**config.mk**
```make
export PLATFORM = sky130hd
export DESIGN_NAME = disp_bcd_driver
export DESIGN_NICKNAME = d
export VERILOG_FILES = /design/src/rtl/disp_bcd_driver.sv
export SDC_FILE = /design/constraint.sdc
export NUM_CORES = 1
export LEC_CHECK = 0
export ABC_AREA = 1
export CAP_MARGIN = 20
export CORE_ASPECT_RATIO = 0.8
export CORE_MARGIN = 8
export CORE_UTILIZATION = 40
export CTS_BUF_LIST = sky130_fd_sc_hd__clkbuf_8
export DETAILED_ROUTE_END_ITERATION = 10
export HOLD_SLACK_MARGIN = 0.06
export PLACE_DENSITY = 0.6
export SETUP_SLACK_MARGIN = 0.3
export SKIP_CTS_REPAIR_TIMING = 1
export SLEW_MARGIN = 0
export SYNTH_ARGS = -nofsm -noshare
export SYNTH_HDL_FRONTEND = slang
export SYNTH_SLANG_ARGS = --single-unit
export TNS_END_PERCENT = 1
```
**constraint.sdc**
```tcl
create_clock -name clock_50MHz -period 1.45 [get_ports clock_50MHz]
set_input_delay 0.2175 -clock clock_50MHz [delete_from_list [all_inputs] [get_ports clock_50MHz]]
set_output_delay 0.2175 -clock clock_50MHz [all_outputs]
set_load 0.02 [all_outputs]
```
**src/rtl/disp_bcd_driver.sv**
```systemverilog
// Two-digit seven-segment driver: captures an 8-bit value, converts it to BCD
// with a sequential shift-add-3 engine, then registers the segment codes.
module disp_bcd_driver #(
   parameter bit ACTIVE_LOW         = 1'b1,
   parameter bit BLANK_LEADING_ZERO = 1'b1
) (
   input  logic       clock_50MHz,
   input  logic       reset,
   input  logic [7:0] value,
   input  logic       load,
   output logic       busy,
   output logic       done,
   output logic [7:0] DISP1_D,
   output logic [7:0] DISP0_D
);

   localparam int unsigned DW = 8;
   localparam int unsigned NW = 4;
   localparam int unsigned CW = 3;

   // Codes are stored active-low; POL flips them for common-cathode builds.
   localparam logic [DW-1:0] POL       = ACTIVE_LOW ? 8'h00 : 8'hFF;
   localparam logic [DW-1:0] SEG_BLANK = 8'hFF ^ POL;
   localparam logic [DW-1:0] SEG_DASH  = 8'hBF ^ POL;

   typedef enum logic [1:0] {IDLE, CONV, UPDATE, OVF} state_t;

   state_t          state;
   logic [DW-1:0]   bin;
   logic [NW-1:0]   tens;
   logic [NW-1:0]   units;
   logic [CW-1:0]   cnt;
   logic [NW-1:0]   tens_adj_c;
   logic [NW-1:0]   units_adj_c;

   function automatic logic [DW-1:0] seg_code(input logic [NW-1:0] d);
      logic [DW-1:0] c;
      case (d)
         4'd0:    c = 8'hC0;
         4'd1:    c = 8'hF9;
         4'd2:    c = 8'hA4;
         4'd3:    c = 8'hB0;
         4'd4:    c = 8'h99;
         4'd5:    c = 8'h92;
         4'd6:    c = 8'h82;
         4'd7:    c = 8'hF8;
         4'd8:    c = 8'h80;
         4'd9:    c = 8'h90;
         default: c = 8'hFF;
      endcase
      return c ^ POL;
   endfunction

   assign tens_adj_c  = (tens  >= 4'd5) ? tens  + 4'd3 : tens;
   assign units_adj_c = (units >= 4'd5) ? units + 4'd3 : units;

   // Control FSM, double-dabble datapath and registered display outputs.
   always_ff @(posedge clock_50MHz or posedge reset) begin
      if (reset) begin
         state   <= IDLE;
         bin     <= '0;
         tens    <= '0;
         units   <= '0;
         cnt     <= '0;
         busy    <= 1'b0;
         done    <= 1'b0;
         DISP1_D <= SEG_BLANK;
         DISP0_D <= SEG_BLANK;
      end else begin
         done <= 1'b0;
         case (state)
            IDLE: begin
               if (load) begin
                  bin   <= value;
                  tens  <= '0;
                  units <= '0;
                  cnt   <= '0;
                  busy  <= 1'b1;
                  state <= (value > 8'd99) ? OVF : CONV;
               end
            end
            CONV: begin
               {tens, units, bin} <= 16'({tens_adj_c, units_adj_c, bin} << 1);
               cnt <= cnt + 3'd1;
               if (cnt == 3'd7) state <= UPDATE;
            end
            UPDATE: begin
               DISP1_D <= (BLANK_LEADING_ZERO && tens == 4'd0) ? SEG_BLANK : seg_code(tens);
               DISP0_D <= seg_code(units);
               done    <= 1'b1;
               busy    <= 1'b0;
               state   <= IDLE;
            end
            OVF: begin
               DISP1_D <= SEG_DASH;
               DISP0_D <= SEG_DASH;
               done    <= 1'b1;
               busy    <= 1'b0;
               state   <= IDLE;
            end
            default: state <= IDLE;
         endcase
      end
   end

endmodule

```
After elaboration in Yosys (flattened, before gate mapping) --
Memories as Yosys holds them, arrays and structs flattened. Cells that the tools add are included.
Cells by class: $add $sub $neg 3, multipliers 0, divide/modulo/power cells 0, $lt $le $gt $ge 3, eq/ne operators 6, shift operators 0, mux-type cells 19, bitwise gates (word level) 0, reductions and logical operators 9
Operator list (number):
- $pmux W8 S2 | 3
- $mux W8 | 2
- $pmux W4 S2 | 2
- $ge A4 B3 Y1 const B | 2
- $gt A8 B7 Y1 const B | 1
- $mux W4 | 2
- $mux W2 | 3
- $mux W3 | 2
- $pmux W2 S3 | 1
- $pmux W3 S2 | 1
- $reduce_and A2 Y1 | 3
- $reduce_bool A2 Y1 | 3
- $add A4 B2 Y4 const B | 1
- $eq A2 B2 Y1 const B | 2
- $logic_not A4 Y1 | 1
- $ne A2 B2 Y1 const B | 2
- $add A3 B1 Y3 const B | 1
- $add A3 B2 Y3 const B | 1
- $eq A3 B3 Y1 const B | 1
- $eq A2 B1 Y1 const B | 1
- $logic_not A2 Y1 | 1
- $mux W1 | 2
- $pmux W1 S2 | 1
- $reduce_or A2 Y1 | 1
Word-level totals: bits in registers 39, bits in latches 0, RAM bits 0, memory bits (read-only) 224, input bits 11, output and inout port bits 18, word-level logic and storage cells 51, memories 2
Memories:
- (name not given) | depth 16, width 7, rd ports 1, clocked after memory_dff 0, write ports 0, line 38 | case (d)
- (name not given) | depth 16, width 7, rd ports 1, clocked after memory_dff 0, write ports 0, line 38

Longest topological paths before layout --
Gate-level depths: netlist of run 1.
depth after elaboration 4, depth in mapped cells 8, mapped depth without buffers 8

Worst setup path before layout of run 1 --
Ideal clock, no wire load.
kind register to register, start register units[0], end register units[3], setup time 0.129 ns, arrival time 1.207 ns, required time 1.321 ns, path slack 0.114 ns, cell stages (with the launch flop) 8, path buffers 0, period minus slack after synthesis 1.336 ns, cell sequence dfrtp_1 > inv_1 > ha_1 > ha_1 > inv_1 > nand2_1 > nand3_1 > o21ai_2
On the way: word-level cells in the longest chain between the ends 3, elaborated cells between the ends (all ways) 4, classes of those cells 1 x add/sub; 1 x order compare; 2 x mux
Ends and longest elaborated chain:
- from (decl) | line 31 | logic [NW-1:0] units;
- from (signal assigned) | line 83 | {tens, units, bin} <= 16'({tens_adj_c, units_adj_c, bin} << 1);
- $add A4 B2 Y4 / $ge A4 B3 Y1 (equally long branches) | line 55 | assign units_adj_c = (units >= 4'd5) ? units + 4'd3 : units;
- $mux W4 * | line 55
- $pmux W4 S2 * | line 71 | case (state)
Every way passes the cells marked *; elsewhere a longest branch is shown, timed or not. A chain may end at the register's enable or synchronous reset.

Final worst setup path of run 1 --
Ends and elaborated chain as after synthesis.

==> results of run 1 <==
[critical path, delay by kind of cell (launching register included)]
kind	cells	cell delay (ns)
AO/OA/AOI/OAI	1	0.05
adder cells (fa/ha/maj)	2	0.41
buffers and inverters	2	0.15
flip-flops	1	0.46
AND/OR/NAND/NOR	2	0.10
[per-layer routing]
layer / up-vias / GRT usage (%)
li1: 898 / -
met1: 789 / 16.0
met2: 26 / 18.4
met3: 7 / 3.08
met4: 0 / 4.13
met5: - / 0
[layout by cell type (no fill, tap or decap), types with 2 or more instances in the layout]
master and count:
nor2_1 25, dfrtp_2 5, dfstp_2 14, buf_12 2, ha_2 2, nand2_1 54, o21ai_0 6, ha_1 4
a21oi_1 4, dfrtp_1 18, nand3_4 2, clkinv_2 2, dlymetal6s2s_1 2, inv_2 9, o22ai_2 2, nand2_4 2
o21ai_1 9, ha_4 6, clkdlybuf4s50_1 10, a21oi_2 4, nand3_2 5, inv_1 17, nand3_1 18, inv_4 8
buf_6 17, o21ai_2 11, a22o_1 2, conb_1 2, clkbuf_8 5, nor2_4 2, buf_4 3, nand2_2 16
[logic make-up after synthesis]
logic type                 Yosys count  synth area share [%]
and+or+nand+nor                    126                  25.0
AOI/OAI and AO/OA                   42                  13.4
buffers and inverters               42                  8.90
DFF                                 37                  45.3
adders and majority gates           12                  7.22
other                                1                 0.180
[flip-flops by register name, summed over array words and instances (netlist names)]
signal and cells:
tens 4, DISP1_D 7, DISP0_D 7, units 4, state 2, busy 1
cnt 3, bin 8, done 1
[worst min path at each step]
stage | from | to | slack (ns)
after global placement | DISP1_D[6] | DISP1_D[6] | 0.46
after CTS | reset | done | 0.29
after global routing | reset | state[1] | 0.32
after floorplan | load | busy | 0.36
after detailed placement | DISP1_D[6] | DISP1_D[6] | 0.47
final | reset | state[1] | 0.28
[area by class of cell]
class                   instances  area, um^2  area share [%]
multi-input cells             182        1170            41.8
well taps                      62        77.6            2.77
clock inverters                 3        13.8           0.491
flip-flops and latches         37         950            33.9
repair buffers                 34         379            13.5
clock buffers                   5        68.8            2.45
inverters                      33         144            5.13
[report_power, final]
part           internal (mW)  total [mW]  leakage (nW)  switching (mW)
logic                   1.58        3.72         0.849            2.13
registers               1.59        1.98         0.432           0.387
clock network          0.326       0.698        0.0491           0.372
total                   3.50        6.39          1.33            2.89
==> results.yml, run 1 <==
outcome:
  status: "completed"
finish:
  area_delta_synth_final_pct: 34.8
  final_cells: 356
  post-route-util_pct: 56.0
  drive_above_1_share_pct: 40.5
  finalInstanceArea_mm2: 0.00281
  final_nets: 316
  fill_cells: 460
  antenna_cells: 0
synth:
  yosysTopAreaCellShare_pct: 27.7
  synth_enable_flop_cells: 0
  ys_warn_count: 0
  synth_area_per_cell_um2: 8.00
  synthFlopType: "dfrtp_1"
  yosysTopAreaCell: "dfrtp_1"
  syn_area_mm2: 0.00208
  syn-instance-count: 260
  ys_seq_area_share_pct: 45.3
  ys_top_cells_by_area: "dfrtp_1 28%, dfstp_2 18%, nand2_1 13%"
  synth_cell_types: 27
  ys_seq_elements: 37
  async_flop_share_pct: 100
  synth.top_cells.by_count: "71 x nand2_1, 27 x nor2_1, 26 x inv_1"
  synth_most_common_cell: "nand2_1"
power_and_ir_drop:
  peakVddDrop_mv: 1.22
  totalPowerFinal_mw: 6.39
  leakage_nw: 1.33
  p_per_area_mw_per_mm2: 2280
place:
  dp_cells: 348
  hpwl_um: 3340
  placed_area_mm2: 0.00249
  io_buffers: 26
  place.gp.congestion: 0.822
  dp_slack_ns: 0.106
detailed_routing:
  post_drt_wl_per_cell_um: 13.1
  vias: 1720
  ant_nets: 0
  viasPerCell: 4.83
  met3_length_um: 191
  top_layer_used: "met4"
  drt_iter0_markers: 70
  drcViolationCount: 0
  dr.pass1.iters: 4
  drt-total-wl_um: 4670
  wl_met2_um: 2160
  wirelength_met1_um: 2260
floorplan:
  core_mm2: 0.00501
  die_area_mm2: 0.00778
  start_util_pct: 41.6
  die_h_um: 80.5
  die_w_um: 96.6
  rows: 23
  io_pins: 29
timing:
  rsz0062_at_grt: "yes"
  skew_ns: 0.00876
  setup_ws_ns: 0.161
  fin_crit_sh_pct: 88.9
  hold_violations: 0
  hold_ws_ns: 0.278
  fmax_ghz: 0.776
  post-route-min-period_ns: 1.29
  slew_violations: 0
  setup_violations: 0
  tns_ns: 0
critical_path:
  cpMaxStageDelayCell: "dfrtp_2"
  end_kind: "flop"
  cp-startpoint: "units[0]"
  r2r-start: "units[0]"
  path_cells: "inv_2, ha_4, ha_4, inv_2, nand2_2, nand3_2, o21ai_2"
  crit_path_max_incr_delay_ns: 0.46
  critPathKind: "flop to flop"
  reg2regPathDepth: 7
  crit_required_ns: 1.62
  worst-endpoint-arrival_ns: 1.46
  path_max_fanout: 5
  r2r_end: "units[3]"
  startpoint_type: "flop"
  crit_path_end: "units[3]"
  rrSetupSlack_ns: 0.16
cts:
  cts_tree: "done"
  clk_path_buf_depth: 2
  cts.sinks: 37
  insertion_delay_ns: 0.29
  cts_buffers: 5
  path_clk_slew_ns: 0.08
  clockRootBuffer: "clkbuf_8"
  htree_levels: 2
grt:
  grt_overflow: 0
  antenna_found_initial: 0
  grt_max_degree: 38
  grt_pass1_vias: 1611
  grt_pass1_wl_um: 7750
  grt_use_total_pct: 12.0
job:
  max_cap_viol_count: 0
worst_hold_path:
  min_path_type: "primary input to async pin"
No activity file was read; power rests on OpenSTA's default activity.
==> run 2: changes to the inputs <==
Settings changed: CORE_UTILIZATION 40 to 50, PLACE_DENSITY 0.6 to 0.73.
==> run 2 against run 1 <==
Compared with the run above: worst hold slack got worse by 0.012 ns; global-route usage increased by 2.7 points; maximum frequency down 4.5%; clock power decreased by 4.9%; final cell count is 2.2% lower; via count increased by 4.4%; sequential cell count unchanged; design area down 0.13%; critical path type unchanged.
==> results.yml, run 2 (same netlist as run 1, synthesis figures left out) <==
critical_path:
  rrSetupSlack_ns: 0.1
  cpMaxStageDelayCell: "dfrtp_2"
  cpMostUsedCell: "ha_4"
  r2r-start: "units[0]"
  crit_path_max_incr_delay_ns: 0.47
  r2r_end: "units[3]"
  startpoint_type: "flop"
  crit_required_ns: 1.63
  reg2regPathDepth: 7
  worst-endpoint-arrival_ns: 1.54
  end_kind: "flop"
  critPathKind: "flop to flop"
  path_cells: "clkinv_4, ha_4, ha_4, inv_2, nand2_2, nand3_2, o21ai_2"
  path_max_fanout: 6
finish:
  fill_cells: 342
  post-route-util_pct: 68.3
  final_cells: 348
  drive_above_1_share_pct: 40.5
  antenna_cells: 0
  final_common_cell: "nand2_1"
  final_nets: 313
  largest_register: "bin"
  layout_common_cells: "54 x nand2_1, 24 x nor2_1, 21 x inv_1, 18 x nand3_1"
  largestRegisters: "bin: 8 flops, DISP0_D: 7 flops, DISP1_D: 7 flops"
  largest_register_ffs: 8
  area_delta_synth_final_pct: 34.6
place:
  place.gp.congestion: 0.835
  dp_cells: 340
  hpwl_um: 3260
  dp_slack_ns: 0.101
  io_buffers: 26
grt:
  grt_overflow: 0
  grt_pass1_vias: 1671
  grt_max_degree: 38
  grt_use_total_pct: 14.7
  antenna_found_initial: 0
  grt_pass1_wl_um: 7440
worst_hold_path:
  min_path_type: "primary input to async pin"
detailed_routing:
  drt-total-wl_um: 4850
  vias: 1795
  post_drt_wl_per_cell_um: 13.9
  viasPerCell: 5.16
  ant_nets: 0
  dr.pass1.iters: 4
  drcViolationCount: 0
  drt_iter0_markers: 94
cts:
  cts.sinks: 37
  clockRootBuffer: "clkbuf_8"
  cts_tree: "done"
  insertion_delay_ns: 0.29
  htree_levels: 2
  clk_path_buf_depth: 2
  cts_buffers: 5
  path_clk_slew_ns: 0.07
floorplan:
  die_w_um: 88.1
  die_area_mm2: 0.00649
  die_h_um: 73.7
  core_mm2: 0.00410
  start_util_pct: 50.8
  rows: 21
  io_pins: 29
outcome:
  status: "completed"
power_and_ir_drop:
  peakVddDrop_mv: 1.11
  p_per_area_mw_per_mm2: 2300
  leakage_nw: 1.32
timing:
  rsz0062_at_grt: "yes"
  post-route-min-period_ns: 1.35
  fin_crit_sh_pct: 93.1
  tns_ns: 0
  slew_violations: 0
  setup_ws_ns: 0.0995
  skew_ns: 0.00650
  setup_violations: 0
  fmax_ghz: 0.740
  hold_violations: 0
job:
  max_cap_viol_count: 0
## run 2: cell count changes in the layout (fill, tap and decap cells not counted), sizes merged
cell | previous run | this run
inv | 34 | 33
clkinv | 2 | 3
buf | 22 | 19
## run 2: through the flow
stage | hold slack, ns | area [um^2] | power [mW]
floorplan | 0.360 | 2130 | 4.20
global placement | 0.463 | 2460 | 4.96
detailed placement | 0.458 | 2460 | 5.06
CTS | 0.276 | 2540 | 5.72
global route | 0.310 | 2800 | 6.96
finish | 0.266 | 2800 | 6.43
## run 2: area by class of cell
type / instances / area (um^2) / share of cell area, %
multi-input cells: 182 / 1200 / 42.9
clock inverters: 3 / 12.5 / 0.447
repair buffers: 31 / 340 / 12.1
clock buffers: 5 / 68.8 / 2.46
flip-flops and latches: 37 / 952 / 34.0
well taps: 57 / 71.3 / 2.55
inverters: 33 / 154 / 5.49
## run 2: where the power goes
part | internal [mW] | switching, mW
clock network | 0.323 | 0.341
registers | 1.60 | 0.461
logic | 1.52 | 2.19
## run 2: critical path: cells and delay by family (launching register included)
| kind | cells | cell delay [ns] |
|---|---|---|
| AO/OA/AOI/OAI | 1 | 0.05 |
| adder cells (fa/ha/maj) | 2 | 0.45 |
| AND/OR/NAND/NOR | 2 | 0.11 |
| buffers and inverters | 2 | 0.17 |
| flip-flops | 1 | 0.47 |
## run 2: worst max path at each step
stage               depth (start not counted)    endpoint  slack, ns       start
detailed placement                          7     tens[3]       0.10     tens[1]
CTS                                         1  DISP0_D[1]      -0.20  DISP0_D[1]
floorplan                                   7     tens[3]       0.26     tens[1]
finish                                      7    units[3]        0.1    units[0]
global placement                            1  DISP1_D[2]       0.12  DISP1_D[2]
global route                                8     tens[1]       0.03     tens[1]
## run 2: layer usage
layer,global-route usage (%),vias up,part of all wire [%]
met5,0,-,0
met4,5.23,0,1.7
met3,4.47,6,5.5
met2,23.7,43,49
met1,18.1,854,44
li1,-,892,-
==> run 3: changes to the inputs <==
Settings changed: CAP_MARGIN 20 to 40.
==> results of run 3 <==
Final layout, timing and power as in run 2 (identical DEF).
==> variant (settings of run 1) <==
Set the parameter `ACTIVE_LOW` to 1'b0 (it was 1'b1).
--- a/src/rtl/disp_bcd_driver.sv
+++ b/src/rtl/disp_bcd_driver.sv
@@ -3,3 +3,3 @@
 module disp_bcd_driver #(
-   parameter bit ACTIVE_LOW         = 1'b1,
+   parameter bit ACTIVE_LOW         = 1'b0,
    parameter bit BLANK_LEADING_ZERO = 1'b1
Formal check against the unedited RTL: not equivalent (a bounded check fails within 4 cycles, from zero or initial values and one cycle with reset high).
==> variant against run 1 <==
Design area is 5.5% lower; sequential cell count stayed put; first-iteration DRC count is 19% lower; routed wire length is 8.3% lower; synthesized area is 3.3% lower; count of clock-buffer cells in the layout is 1 higher; sequential share of layout area is 1.2 points higher; setup slack better by 0.020 ns; power is 9.5% lower.
==> variant: results <==
set metrics [dict create \
    drtIter0Drc 57 \
    fin_skew_ns 0.00338 \
    fin_crit_sh 0.875 \
    detail_route.wl_per_cell_um 12.7 \
    slowest_delay_ns 0.44 \
    r2r-start "tens[0]" \
    grt_pass1_wl_um 7200 \
    dpl_cell_area_um2 2420 \
    synth.area.top_cells "dfrtp_1 (46%), nand2_1 (11%), ha_1 (8.1%)" \
    instances_no_fill 337 \
    avgSynthCellArea_um2 8.31 \
    place_hpwl_um 3130 \
    p_switching_mw 2.54 \
    route.met2.wl_um 1810 \
    yosys.cell_types.count 29 \
    wl_met3_um 251 \
    grtUsageMet2 0.175 \
    cp_max_fo 7 \
    pg_clk_mw 0.702 \
    reg2reg_slack_ns 0.18 \
    power_leakage_nw 1.43 \
    vdd_drop_max_mv 1.02 \
    grt_use_total 0.119 \
    yosysSeqAreaShare 0.460 \
    post-place-ws_ns 0.113 \
    r2r_end "tens[3]" \
    outcome "finished clean" \
    use_met1 0.167 \
    dpl.cell_count 330 \
    cp_data_arrival_time_ns 1.43 \
]
variant: final cells by class:
| type | instances | area, um^2 | share of cell area |
|---|---|---|---|
| multi-input cells | 173 | 1060 | 0.400 |
| repair buffers | 34 | 377 | 0.142 |
| flip-flops and latches | 37 | 930 | 0.351 |
| well taps | 62 | 77.6 | 0.0293 |
| clock inverters | 1 | 3.75 | 0.00142 |
| inverters | 24 | 121 | 0.0458 |
| clock buffers | 6 | 82.6 | 0.0311 |
variant: cells by family (layout without fill, tap and decap cells):
family / after synthesis / after routing / share of synthesized area
and+or+nand+nor: 109 / 109 / 0.229
buffers and inverters: 33 / 65 / 0.0858
AOI/OAI and AO/OA: 49 / 49 / 0.142
adders and majority gates: 13 / 13 / 0.0808
other: 1 / 2 / 0.00186
DFF: 37 / 37 / 0.460
variant: critical path, delay by kind of cell, from the launching register on:
| family | cells | cell delay, ns |
|---|---|---|
| flops | 1 | 0.44 |
| fa+ha+maj | 2 | 0.44 |
| buf+inv | 1 | 0.09 |
| compound gates | 2 | 0.19 |
